--- config.mk ---
export PLATFORM = sky130hd
export DESIGN_NAME = mux_arbiter_2x1
export DESIGN_NICKNAME = d
export VERILOG_FILES = /design/src/rtl/mux_arbiter_2x1.sv
export SDC_FILE = /design/constraint.sdc
export NUM_CORES = 1
export LEC_CHECK = 0
export BUFFER_PORTS_ARGS = -buffer_cell sky130_fd_sc_hd__buf_2
export CAP_MARGIN = 30
export CORE_MARGIN = 4
export CORE_UTILIZATION = 39
export CTS_CLUSTER_DIAMETER = 80
export DETAILED_ROUTE_END_ITERATION = 16
export GPL_TIMING_DRIVEN = 0
export PLACE_DENSITY = 0.74
export SETUP_SLACK_MARGIN = 0.5
export SLEW_MARGIN = 20
export SYNTH_ARGS = -nofsm -noshare
export SYNTH_HDL_FRONTEND = slang
export SYNTH_SLANG_ARGS = --single-unit
--- constraint.sdc ---
create_clock -name clk -period 1.9 [get_ports clk]
set_input_delay 0.285 -clock clk [delete_from_list [all_inputs] [get_ports clk]]
set_output_delay 0.285 -clock clk [all_outputs]
set_load 0.1 [all_outputs]
--- src/rtl/mux_arbiter_2x1.sv ---
// Two-requester arbiter with a registered 2:1 data mux and bounded bursts.
// Round-robin on ties; a requester keeps the grant for up to BURST_MAX beats while the other waits.
//
// state  | meaning
// IDLE   | no grant; waiting for a requester
// SERVE0 | requester 0 owns the mux
// SERVE1 | requester 1 owns the mux
module mux_arbiter_2x1 #(
  parameter int DATA_W    = 8,
  parameter int BURST_MAX = 4
) (
  input  logic              clk,
  input  logic              rst_n,
  input  logic              req0_valid,
  input  logic [DATA_W-1:0] req0_data,
  output logic              req0_ready,
  input  logic              req1_valid,
  input  logic [DATA_W-1:0] req1_data,
  output logic              req1_ready,
  output logic              out_valid,
  output logic [DATA_W-1:0] out_data,
  input  logic              out_ready,
  output logic              sel
);

  typedef enum logic [1:0] {
    IDLE   = 2'd0,
    SERVE0 = 2'd1,
    SERVE1 = 2'd2
  } state_t;

  localparam int CW = $clog2(BURST_MAX + 1);
  localparam logic [CW-1:0] CNT_MAX = CW'(BURST_MAX);

  state_t          state, state_nxt;
  logic            last_served;
  logic [CW-1:0]   cnt, cnt_inc;
  logic            can_accept, xfer0, xfer1, cnt_hit;

  assign can_accept = !out_valid || out_ready;
  assign req0_ready = (state == SERVE0) && can_accept;
  assign req1_ready = (state == SERVE1) && can_accept;
  assign xfer0      = req0_valid && req0_ready;
  assign xfer1      = req1_valid && req1_ready;
  assign sel        = (state == SERVE1);

  // Saturating increment; a transfer at saturation still counts as reaching the limit.
  assign cnt_inc = (cnt == CNT_MAX) ? cnt : cnt + 1'b1;
  assign cnt_hit = (cnt_inc == CNT_MAX);

  always_comb begin
    state_nxt = state;
    case (state)
      IDLE: begin
        if (req0_valid && req1_valid) state_nxt = last_served ? SERVE0 : SERVE1;
        else if (req0_valid)          state_nxt = SERVE0;
        else if (req1_valid)          state_nxt = SERVE1;
      end
      SERVE0: begin
        if (!req0_valid)                         state_nxt = req1_valid ? SERVE1 : IDLE;
        else if (xfer0 && cnt_hit && req1_valid) state_nxt = SERVE1;
      end
      SERVE1: begin
        if (!req1_valid)                         state_nxt = req0_valid ? SERVE0 : IDLE;
        else if (xfer1 && cnt_hit && req0_valid) state_nxt = SERVE0;
      end
      default: state_nxt = IDLE;
    endcase
  end

  always_ff @(posedge clk or negedge rst_n) begin
    if (!rst_n) begin
      state       <= IDLE;
      cnt         <= '0;
      last_served <= 1'b1;
    end else begin
      state <= state_nxt;
      if (state_nxt != state)  cnt <= '0;
      else if (xfer0 || xfer1) cnt <= cnt_inc;
      if (state_nxt == SERVE0 && state != SERVE0) last_served <= 1'b0;
      if (state_nxt == SERVE1 && state != SERVE1) last_served <= 1'b1;
    end
  end

  always_ff @(posedge clk or negedge rst_n) begin
    if (!rst_n) begin
      out_valid <= 1'b0;
      out_data  <= '0;
    end else if (xfer0) begin
      out_valid <= 1'b1;
      out_data  <= req0_data;
    end else if (xfer1) begin
      out_valid <= 1'b1;
      out_data  <= req1_data;
    end else if (out_ready) begin
      out_valid <= 1'b0;
    end
  end

endmodule
== After elaboration in Yosys (flattened, before gate mapping) ==
Index checks and enable logic that the tools add are counted.

* Flip-flop bits (word level): 15
* Word-level logic and storage cells: 55

* Add/subtract/negate cells: 1
* Equal/unequal tests: 9
* Mux-type cells: 21
* Reductions and logical operators: 19

{| class="wikitable"
|+ Operator list
! cell !! count
|-
| $mux 2 || 9
|-
| $mux 8 || 2
|-
| $logic_and 1x1->1 || 11
|-
| $mux 3 || 3
|-
| $eq 3x3->1 const B || 2
|-
| $mux 1 || 6
|-
| $pmux 2 s3 || 1
|-
| $reduce_bool 2->1 || 3
|-
| $eq 2x1->1 const B || 2
|-
| $eq 2x2->1 const B || 2
|-
| $add 3x1->3 const B || 1
|-
| $reduce_bool 3->1 || 1
|-
| $logic_not 2->1 || 1
|-
| $logic_or 1x1->1 || 2
|-
| $ne 2x1->1 const B || 1
|-
| $ne 2x2->1 || 1
|-
| $ne 2x2->1 const B || 1
|-
| $logic_not 1->1 || 1
|}

== Longest topological paths before layout ==
Gate-level depths: netlist (run 1).

* Depth in word-level cells: 13
* Gate-level depth with buffers: 7
* Depth with buffers taken out: 7

== Worst setup path after synthesis (run 1) ==
OpenSTA, ideal clock, no wires.

* Path type: reg-to-output
* Start: register out_valid
* End: output req0_ready
* Arrival time: 3.104 ns
* Path slack: -1.489 ns
* Data required time: 1.615 ns
* Stages on the path, launching flop included: 3
* Cells stage by stage: dfrtp_1 -> nor2b_1 -> nor3_1

* Word-level cells in the longest chain between the ends: 3

{| class="wikitable"
|+ Ends and longest elaborated chain
! element !! line !! source
|-
| start: declaration || 20 || <nowiki>output logic out_valid,</nowiki>
|-
| start signal: assignment || 87 || <nowiki>out_valid <= 1'b0;</nowiki>
|-
| start signal: assignment || 90 || <nowiki>out_valid <= 1'b1;</nowiki>
|-
| start signal: assignment || 93 || <nowiki>out_valid <= 1'b1;</nowiki>
|-
| $logic_not 1->1 || 40 || <nowiki>assign can_accept = !out_valid || out_ready;</nowiki>
|-
| $logic_or 1x1->1 || 40 ||
|-
| $logic_and 1x1->1 || 41 || <nowiki>assign req0_ready = (state == SERVE0) && can_accept;</nowiki>
|-
| end: declaration || 16 || <nowiki>output logic req0_ready,</nowiki>
|}

Every way passes these cells.

== Final worst setup path (run 1) ==
* Start: register cnt[0]
* End: register cnt[0]

* Word-level cells in the longest chain between the ends: 10

{| class="wikitable"
|+ Ends and longest elaborated chain
! element !! line !! source
|-
| start: declaration || 37 || <nowiki>logic [CW-1:0] cnt, cnt_inc;</nowiki>
|-
| start signal: assignment || 79 || <nowiki>else if (xfer0 || xfer1) cnt <= cnt_inc;</nowiki>
|-
| $add 3x1->3 or $eq 3x3->1 (tied branches) || 48 || <nowiki>assign cnt_inc = (cnt == CNT_MAX) ? cnt : cnt + 1'b1;</nowiki>
|-
| $mux 3 * || 48 ||
|-
| $eq 3x3->1 || 49 || <nowiki>assign cnt_hit = (cnt_inc == CNT_MAX);</nowiki>
|-
| $logic_and 1x1->1, on equally long branches (2 in a row) || 65, 61 ||
|-
| $mux 2, on equally long branches || 65, 61 ||
|-
| $mux 2, on equally long branches || 64, 60 ||
|-
| $pmux 2 s3 || 53 || <nowiki>case (state)</nowiki>
|-
| $ne 2x2->1 || 78 || <nowiki>if (state_nxt != state) cnt <= '0;</nowiki>
|-
| $mux 3 or $reduce_bool 2->1 (tied branches) || n/a ||
|}

Mark *: on every way between the ends. The rest lies on a longest branch, timed or not. The select of a mux whose other input is x is not followed.
A chain may end at the register's enable or synchronous reset.

==> results of run 1 <==
-- worst reg2reg max path, cell delays in order, from the launching register on --
cell and delay, ps:
dfrtp_2 470, ha_4 180, or3b_1 370, a311o_1 380, a221oi_2 290, a221oi_2 80, and3b_1 210
-- stage by stage --
stage | instance area, µm² | worst slack (ps)
finish | 1600 | -194
global route | 1600 | -265
CTS | 1440 | -153
detailed placement | 1200 | -240
global placement | 1200 | -200
floorplan | 1010 | -96.3
-- layout make-up --
type	instances	area, µm²	share of cell area (%)
multi-input cells	79	671	42.0
repair buffers	48	393	24.6
flip-flops and latches	15	382	23.9
plain buffers	5	60.1	3.76
well taps	28	35.0	2.20
inverters	6	27.5	1.73
clock buffers	3	22.5	1.41
clock inverters	1	5.00	0.314
-- repair_timing --
action | 4_1_cts | 5_1_grt
pin swaps | 9 | 7
gates cloned | 1 | 0
buffers inserted | 12 | 3
endpoints found under the hold margin | 14 | 0
resized for setup | 27 | 36
hold buffers | 1 | 0
setup endpoints to repair | 18 | 23
-- layer usage --
metal | vias to the layer above | track usage, % | part of all wire [%]
met5 | - | 0 | 0
met4 | 0 | 8.28 | 6.2
met3 | 24 | 4.30 | 6.7
met2 | 65 | 31.3 | 49
met1 | 534 | 22.3 | 38
li1 | 486 | - | -
-- path summary, 6_finish.rpt --
path | end | startpoint
setup / recovery | cnt[0] | cnt[0]
hold / removal | out_data[4] | req1_data[4]
setup reg to reg | cnt[0] | cnt[0]
hold reg to reg | out_data[3] | out_data[3]
max in group asynchronous | out_valid | rst_n
min in group asynchronous | out_data[6] | rst_n
-- cells by family after synthesis --
family,share of synthesized area (%)
AO/OA/AOI/OAI,19.8
adder cells (fa/ha/maj),2.66
buffers and inverters,4.93
flip-flops,40.1
multiplexers,8.52
AND/OR/NAND/NOR,24.0
-- report_power, final --
part,total (mW),leakage [nW],switching (mW),internal [mW]
combinational,2.36,0.490,1.54,0.823
sequential,0.599,0.174,0.130,0.469
clock,0.194,0.0177,0.115,0.0787
total,3.16,0.681,1.79,1.37
-- cell usage in the layout (no fill, tap or decap), drive strengths merged, types with 2 or more instances in the layout --
| cell | count |
|---|---|
| nor2 | 12 |
| nand2 | 5 |
| nand3 | 3 |
| ha | 2 |
| clkbuf | 11 |
| buf | 44 |
| mux2i | 8 |
| a221oi | 2 |
| a21oi | 15 |
| dfrtp | 14 |
| nor3 | 2 |
| nand2b | 3 |
| nor2b | 4 |
| nand3b | 2 |
| o21ai | 3 |
| inv | 6 |
-- flip-flops by register name, indices dropped and copies added (netlist names) --
signal,flops
cnt,3
out_data,8
out_valid,1
state,2
last_served,1
-- cell usage after synthesis --
cell / count
a2111o_1: 1
a211o_1: 1
a21o_1: 1
a21oi_1: 15
a221oi_2: 2
a311o_1: 1
a31oi_1: 1
and2_1: 1
and2b_1: 1
and3_1: 1
and3b_1: 1
and4_1: 1
buf_2: 1
buf_4: 1
clkbuf_1: 3
dfrtp_1: 14
dfstp_2: 1
ha_1: 2
inv_1: 6
mux2i_1: 8
nand2_1: 5
nand2b_1: 3
nand3_1: 3
nand3b_1: 2
nand4_1: 1
nand4b_1: 1
nor2_1: 11
nor2_2: 1
nor2b_1: 4
nor3_1: 2
o211ai_1: 1
o21ai_0: 2
o21ai_1: 1
o221ai_1: 1
o22ai_1: 1
or3_1: 1
or3b_1: 1
or4_1: 1
==> out/results.tsv, run 1 <==
metric	value	unit
Die ar.	3260	µm²
Final #Nets	181	
critical path endpoint category	register	
Top cell by count, worst path	a221oi_2	
flop-to-flop setup slack	-190	ps
critical path class	register to register	
GRT Residual Overflow	0	
# setup viols final	5	
Final Wtd Congestion	0.882	
failing checks	negative setup slack	
CP max stage cell	dfrtp_2	
Total Wirelength	3.50	mm
vias post-DR	1109	
DRC	0	
maximum clock path buffer count	2	
Inst Count DP	164	
vias in the first global route	1089	
top cell type's share of synthesized area	37.3	%
n_diodes	0	
Clk pin slew, worst setup/hold paths	100	ps
maximum VDD drop	0.00167	V
Buf+Inv Stages, Crit Path	0	
warnings from Yosys	0	
Final Core Density	70.8	%
Crit path required time	2100	ps
I/O Buffers	31	
ANT nets after route	0	
synthesis-stage register bit count	15	
Vias per Instance	5.99	
total power	3.16	mW
Slew HR	67.5	%
Syn-to-layout area delta	69.8	%
crit path cell chain	ha_4, or3b_1, a311o_1, a221oi_2, a221oi_2, and3b_1	
WP depth	6	
Tmin final	2090	ps
I/O Pins	33	
Cell Count, Final, Fillers Out	185	
hold slack	271	ps
die width	57.1	µm
Setup TNS	-832	ps
initial antenna violation count	0	
clock net sink count	15	
crit-path max cell delay	470	ps
H-tree depth	1	
hold crit path type	primary input to register	
area of the mapped netlist	940	µm²
final worst-path cycle share	110	%
CTS tree	built	
starting DRC count in detailed routing	51	
share of cells above drive strength 1	54.1	%
Worst Tran Pin Value	490	ps
CP max FO	5	
leakage power	0.681	nW
CORE AREA	2250	µm²
First-pass DRT Iterations	4	
Final Hold Viols	0	
syn nets	128	
Avg WL per Cell	18.9	µm
Worst R2R Path Depth	6	
Mapped Cells	105	
top cell type by total area after synthesis	dfrtp_1	
Detailed Place HPWL	1.74	mm
cts bufs inserted	3	
clk_lat worst skew	300	ps
initial core utilization	41.7	%
RSZ-0062 raised after global routing	yes	
Die Ht	57.1	µm
Layout Skew	8.33	ps
first-pass GRT wire length	4.78	mm
Total GRT Usage	18.5	%
status	finished, violations left	
Startpoint Class	register	
delay-heaviest family, CP	compound AO/OA/AOI/OAI gates	
maxcap violations	0	
Seq/Total Area, Yosys	40.1	%
crit path DAT	2290	ps
Max Freq	477	MHz
Final WS setup	-194	ps
library cells used by synthesis	38	
# fillers	159	
Max Slew Vio Count	0	
row cnt	17	
Root Driver	clkbuf_4	
top post-synthesis cells by area	dfrtp_1, mux2i_1, a21oi_1, nor2_1, a221oi_2	
pwr/cell area	1980	nW/µm²
syn avg cell area	8.95	µm²
largest net degree at the start of global routing	16	
Hold Path Stages	3	
Power figures use the tool's default switching activity.
==> run 2: changes to the inputs <==
- CTS_BUF_LIST: unset -> sky130_fd_sc_hd__clkbuf_2
==> run 2 against run 1 <==
Compared with the run above: the flow still finishes with violations (negative setup slack); count of clock-buffer cells in the layout unchanged; clock power decreased by 18%; via count decreased by 1.5%; worst hold slack got worse by 25 ps; die area unchanged; register-to-register slack about the same; sequential share of layout area decreased by 0.55 points; first-iteration DRC count increased by 3.9%; sequential power increased by 2%; routed wire length increased by 0.37%; highest routed layer unchanged.
==> out/results.tsv, run 2 (synthesis results as in run 1) <==
metric	value	unit
switching portion of total power	56.6	%
Total Wirelength	3.52	mm
Slew HR	70.2	%
CP max FO	5	
Multi-input gate area	694	µm²
maximum clock path buffer count	2	
n_diodes	0	
Layout Skew	16.8	ps
Seq pwr share	19.0	%
Final Hold Viols	0	
Tmin final	2110	ps
Sequential Area	382	µm²
GRT Residual Overflow	0	
die width	57.1	µm
leakage power	0.693	nW
crit path cell chain	ha_4, or3b_1, a311o_1, o21ai_1, a221oi_2, and3_1	
I/O Buffers	31	
RSZ-0062 raised after global routing	yes	
vias post-DR	1092	
CTS tree	built	
critical path class	register to register	
critical path endpoint category	register	
Max Freq	474	MHz
starting DRC count in detailed routing	53	
clk_lat worst skew	300	ps
Total GRT Usage	17.6	%
vias in the first global route	1035	
maxcap violations	0	
Avg WL per Cell	18.9	µm
H-tree depth	1	
DRC	0	
Clk pin slew, worst setup/hold paths	170	ps
Switch Pwr	1.82	mW
Syn-to-layout area delta	73.8	%
# fillers	147	
largest reg by FF count	out_data	
cts bufs inserted	3	
Final Wtd Congestion	0.882	
largest net degree at the start of global routing	16	
Worst Tran Pin Value	447	ps
Final WS setup	-208	ps
# setup viols final	6	
failing checks	negative setup slack	
initial antenna violation count	0	
most frequent cells in the layout	buf_2, dfrtp_1, buf_6	
clock net sink count	15	
R2R Path Start	cnt[0]	
hold crit path type	primary input to register	
Startpoint Class	register	
final worst-path cycle share	111	%
initial core utilization	41.7	%
flop-to-flop setup slack	-210	ps
First-pass DRT Iterations	4	
maximum VDD drop	0.00160	V
first-pass GRT wire length	4.68	mm
row cnt	17	
status	finished, violations left	
top flop regs	out_data (8), cnt (3), state (2)	
Largest register FFs	8	
CP startpoint	cnt[0]	
Final #Nets	182	
pwr/cell area	1970	nW/µm²
CP max stage cell	dfrtp_2	
total power	3.21	mW
share of cells above drive strength 1	55.7	%
I/O Pins	33	
placed inst area	1200	µm²
Clock power frac	5.0	%
Critical path destination	cnt[2]	
Layout Cell Area excl Fill	1630	µm²
combinational share of power	76.0	%
Die ar.	3260	µm²
Pint	1.39	mW
worst r2r dst	cnt[2]	
commonest non-fill, non-tap cell in the layout	buf_2	
crit path DAT	2310	ps
CORE AREA	2250	µm²
Die Ht	57.1	µm
crit-path max cell delay	490	ps
Max Slew Vio Count	0	
Detailed Place HPWL	1.74	mm
Worst R2R Path Depth	6	
Vias per Instance	5.87	
Root Driver	clkbuf_2	
Crit path required time	2100	ps
ANT nets after route	0	
[run 2: changes by cell type in the layout (fill, tap and decap cells not counted), moves of 2 or more]
cell / change
clkbuf_2: +3
nor2_4: +2
clkbuf_4: -3
nor2_1: -2
[run 2: worst min path at each step]
stage,startpoint,end,slack (ps),cells after the start
2_1_floorplan,rst_n,cnt[0],-10,0
3_3_place_gp,rst_n,out_data[7],200,1
3_5_place_dp,rst_n,out_data[6],210,1
4_1_cts,req1_data[6],out_data[6],260,3
5_1_grt,req1_data[4],out_data[4],270,3
6_report,req1_data[6],out_data[6],250,3
[run 2: power by group through the flow]
stage               Sequential (mW)  Clock, mW  Combinational [mW]
floorplan                      1.24          0               0.790
global placement              0.561          0                1.72
detailed placement            0.569          0                1.74
CTS                           0.552      0.154                2.10
global route                  0.625      0.170                2.54
finish                        0.611      0.159                2.44
[run 2: area by class of cell]
cell class	instances	share of cell area, %
clock inverter	1	0.307
multi-input combinational	79	42.5
sequential	15	23.4
clock buffer	3	0.920
inverter	6	1.84
timing repair buffer	49	25.4
tap	28	2.15
buffer	5	3.45
[run 2: stage by stage]
step / std cells / hold slack (ps) / utilization (%) / setup slack, ps / setup TNS (ps)
after global routing: 186 / 268 / 72.4 / -294 / -1380
after floorplan: 105 / -10.6 / - / -96.3 / -331
after CTS: 183 / 265 / 64.0 / -167 / -622
after global placement: 164 / 202 / 53.4 / -200 / -718
after detailed placement: 164 / 207 / 53.4 / -240 / -997
final: 186 / 246 / 72.4 / -208 / -900
[run 2: layer usage]
layer	up-vias	share of wire, %	global-route usage [%]	wire length (µm)
li1	486	-	-	-
met1	534	39	22.6	1360
met2	60	52	29.9	1820
met3	12	6.2	4.07	218
met4	0	3.4	4.30	120
met5	-	0	0	0
[run 2: worst max-delay path: cells and delay by family, from the launching register on]
family | cells | cell delay, ps
compound gates | 3 | 780
flops | 1 | 490
fa+ha+maj | 1 | 180
simple gates | 2 | 560
[run 2: what timing repair did]
action / in CTS / in global routing
setup endpoints to repair: 18 / 24
cloned: 1 / 0
pin swaps: 10 / 8
hold endpoints to repair: 14 / 0
setup buffers: 13 / 3
gates resized for setup: 28 / 44
hold buffers: 1 / 0
==> run 3: changes to the inputs <==
- GPL_TIMING_DRIVEN: 0 -> unset
- RECOVER_POWER: unset -> 50
==> run 3 against run 2 <==
Compared with the run above: the flow still finishes with violations (negative setup slack); count of clock-buffer cells in the layout did not move; sequential cell count stayed put; critical endpoint unchanged; clock power is 6% higher; largest power group unchanged; critical path depth is 1 higher; core utilization decreased by 2.3 points; die area unchanged; design area is 3.2% lower; power down 3.6%; register-to-register slack better by 60 ps; routed wire length decreased by 17%.
==> out/results.tsv, run 3 (synthesis results as in run 1) <==
metric	value	unit
Detailed Place HPWL	1.86	mm
maximum VDD drop	0.00179	V
commonest non-fill, non-tap cell in the layout	buf_2	
share of cells above drive strength 1	56.7	%
# fillers	170	
maxcap violations	0	
Total Wirelength	2.92	mm
hold crit path type	primary input to register	
Avg WL per Cell	15.8	µm
vias in the first global route	1102	
CP startpoint	cnt[0]	
Largest register FFs	8	
first-pass GRT wire length	4.77	mm
Crit path required time	2120	ps
Syn-to-layout area delta	68.2	%
# setup viols final	6	
Final Wtd Congestion	0.783	
critical path endpoint category	register	
CP max FO	4	
Vias per Instance	5.49	
CORE AREA	2250	µm²
final worst-path cycle share	108	%
initial core utilization	41.7	%
Root Driver	clkbuf_2	
RSZ-0062 raised after global routing	yes	
Die ar.	3260	µm²
Setup TNS	-453	ps
Worst R2R Path Depth	7	
initial antenna violation count	0	
pwr/cell area	1960	nW/µm²
Slew HR	46.3	%
ANT nets after route	0	
Final #Nets	181	
Hold Path Sink	out_data[1]	
Total GRT Usage	18.3	%
hold slack	274	ps
Final Hold Viols	0	
H-tree depth	1	
starting DRC count in detailed routing	24	
Sequential Area	383	µm²
placed inst area	1250	µm²
Startpoint Class	register	
critical path class	register to register	
I/O Pins	33	
Final WS setup	-144	ps
cts bufs inserted	3	
Hold Path Stages	3	
Worst Tran Pin Value	806	ps
die width	57.1	µm
I/O Buffers	32	
First-pass DRT Iterations	4	
Inst Count DP	169	
largest reg by FF count	out_data	
clk_lat worst skew	300	ps
vias post-DR	1016	
largest net degree at the start of global routing	16	
Clk pin slew, worst setup/hold paths	170	ps
Max Freq	489	MHz
Die Ht	57.1	µm
R2R Path Start	cnt[0]	
row cnt	17	
total power	3.09	mW
GRT Residual Overflow	0	
clock net sink count	15	
Tmin final	2040	ps
leakage power	0.667	nW
Max Slew Vio Count	0	
top flop regs	out_data (8), cnt (3), state (2)	
worst r2r dst	cnt[2]	
Layout Cell Area excl Fill	1580	µm²
Cell Count, Final, Fillers Out	185	
most frequent cells in the layout	buf_2, buf_4, dfrtp_1	
hold path start	req1_data[1]	
Layout Skew	8.96	ps
n_diodes	0	
maximum clock path buffer count	2	
CTS tree	built	
status	finished, violations left	
Multi-input gate area	679	µm²
DRC	0	
failing checks	negative setup slack	
flop-to-flop setup slack	-140	ps
crit path DAT	2260	ps
[run 3: worst max-delay path by stage]
| stage | slack [ps] | end |
|---|---|---|
| 4_1_cts | -60 | cnt[2] |
| 2_1_floorplan | -100 | cnt[2] |
| 6_report | -140 | cnt[2] |
| 5_1_grt | -260 | cnt[2] |
| 3_5_place_dp | -180 | cnt[2] |
| 3_3_place_gp | -100 | cnt[2] |
[run 3: what timing repair did]
action                                  CTS  global route
gates cloned                              0             0
endpoints found under the setup margin   20            21
pin swaps                                 9             2
buffers inserted                          8             3
hold buffers                              1             0
hold endpoints to repair                 14             0
gates resized for setup                  33            32
[run 3: final cells by class]
cell class,count,area share [%]
multi-input cells,79,43.0
inverters,6,1.74
flip-flops and latches,15,24.2
clock inverters,1,0.475
repair buffers,53,27.4
clock buffers,3,0.950
well taps,28,2.22
[run 3: power by group]
group / switching (mW) / internal, mW / leakage [nW]
registers: 0.138 / 0.470 / 0.173
clock network: 0.119 / 0.0491 / 0.0126
logic: 1.50 / 0.814 / 0.481
[run 3: layer usage]
| metal | GRT usage [%] | share of wire, % |
|---|---|---|
| met5 | 0 | 0 |
| met4 | 8.28 | 2.9 |
| met3 | 3.39 | 5.0 |
| met2 | 32.1 | 54 |
| met1 | 21.5 | 38 |
[run 3: stage by stage]
step / setup slack [ps] / util [%]
6_report: -144 / 70.1
5_1_grt: -262 / 70.1
4_1_cts: -62.6 / 64.5
3_5_place_dp: -176 / 55.4
3_3_place_gp: -98.5 / 55.4
2_1_floorplan: -96.3 / -
[run 3: critical path, cell delays in order, from the launching register on]
cell and delay [ps]:
dfrtp_1 420, inv_1 60, ha_2 190, or3b_4 370, a311o_1 340, a221oi_2 300, a221oi_2 80, and3_1 200
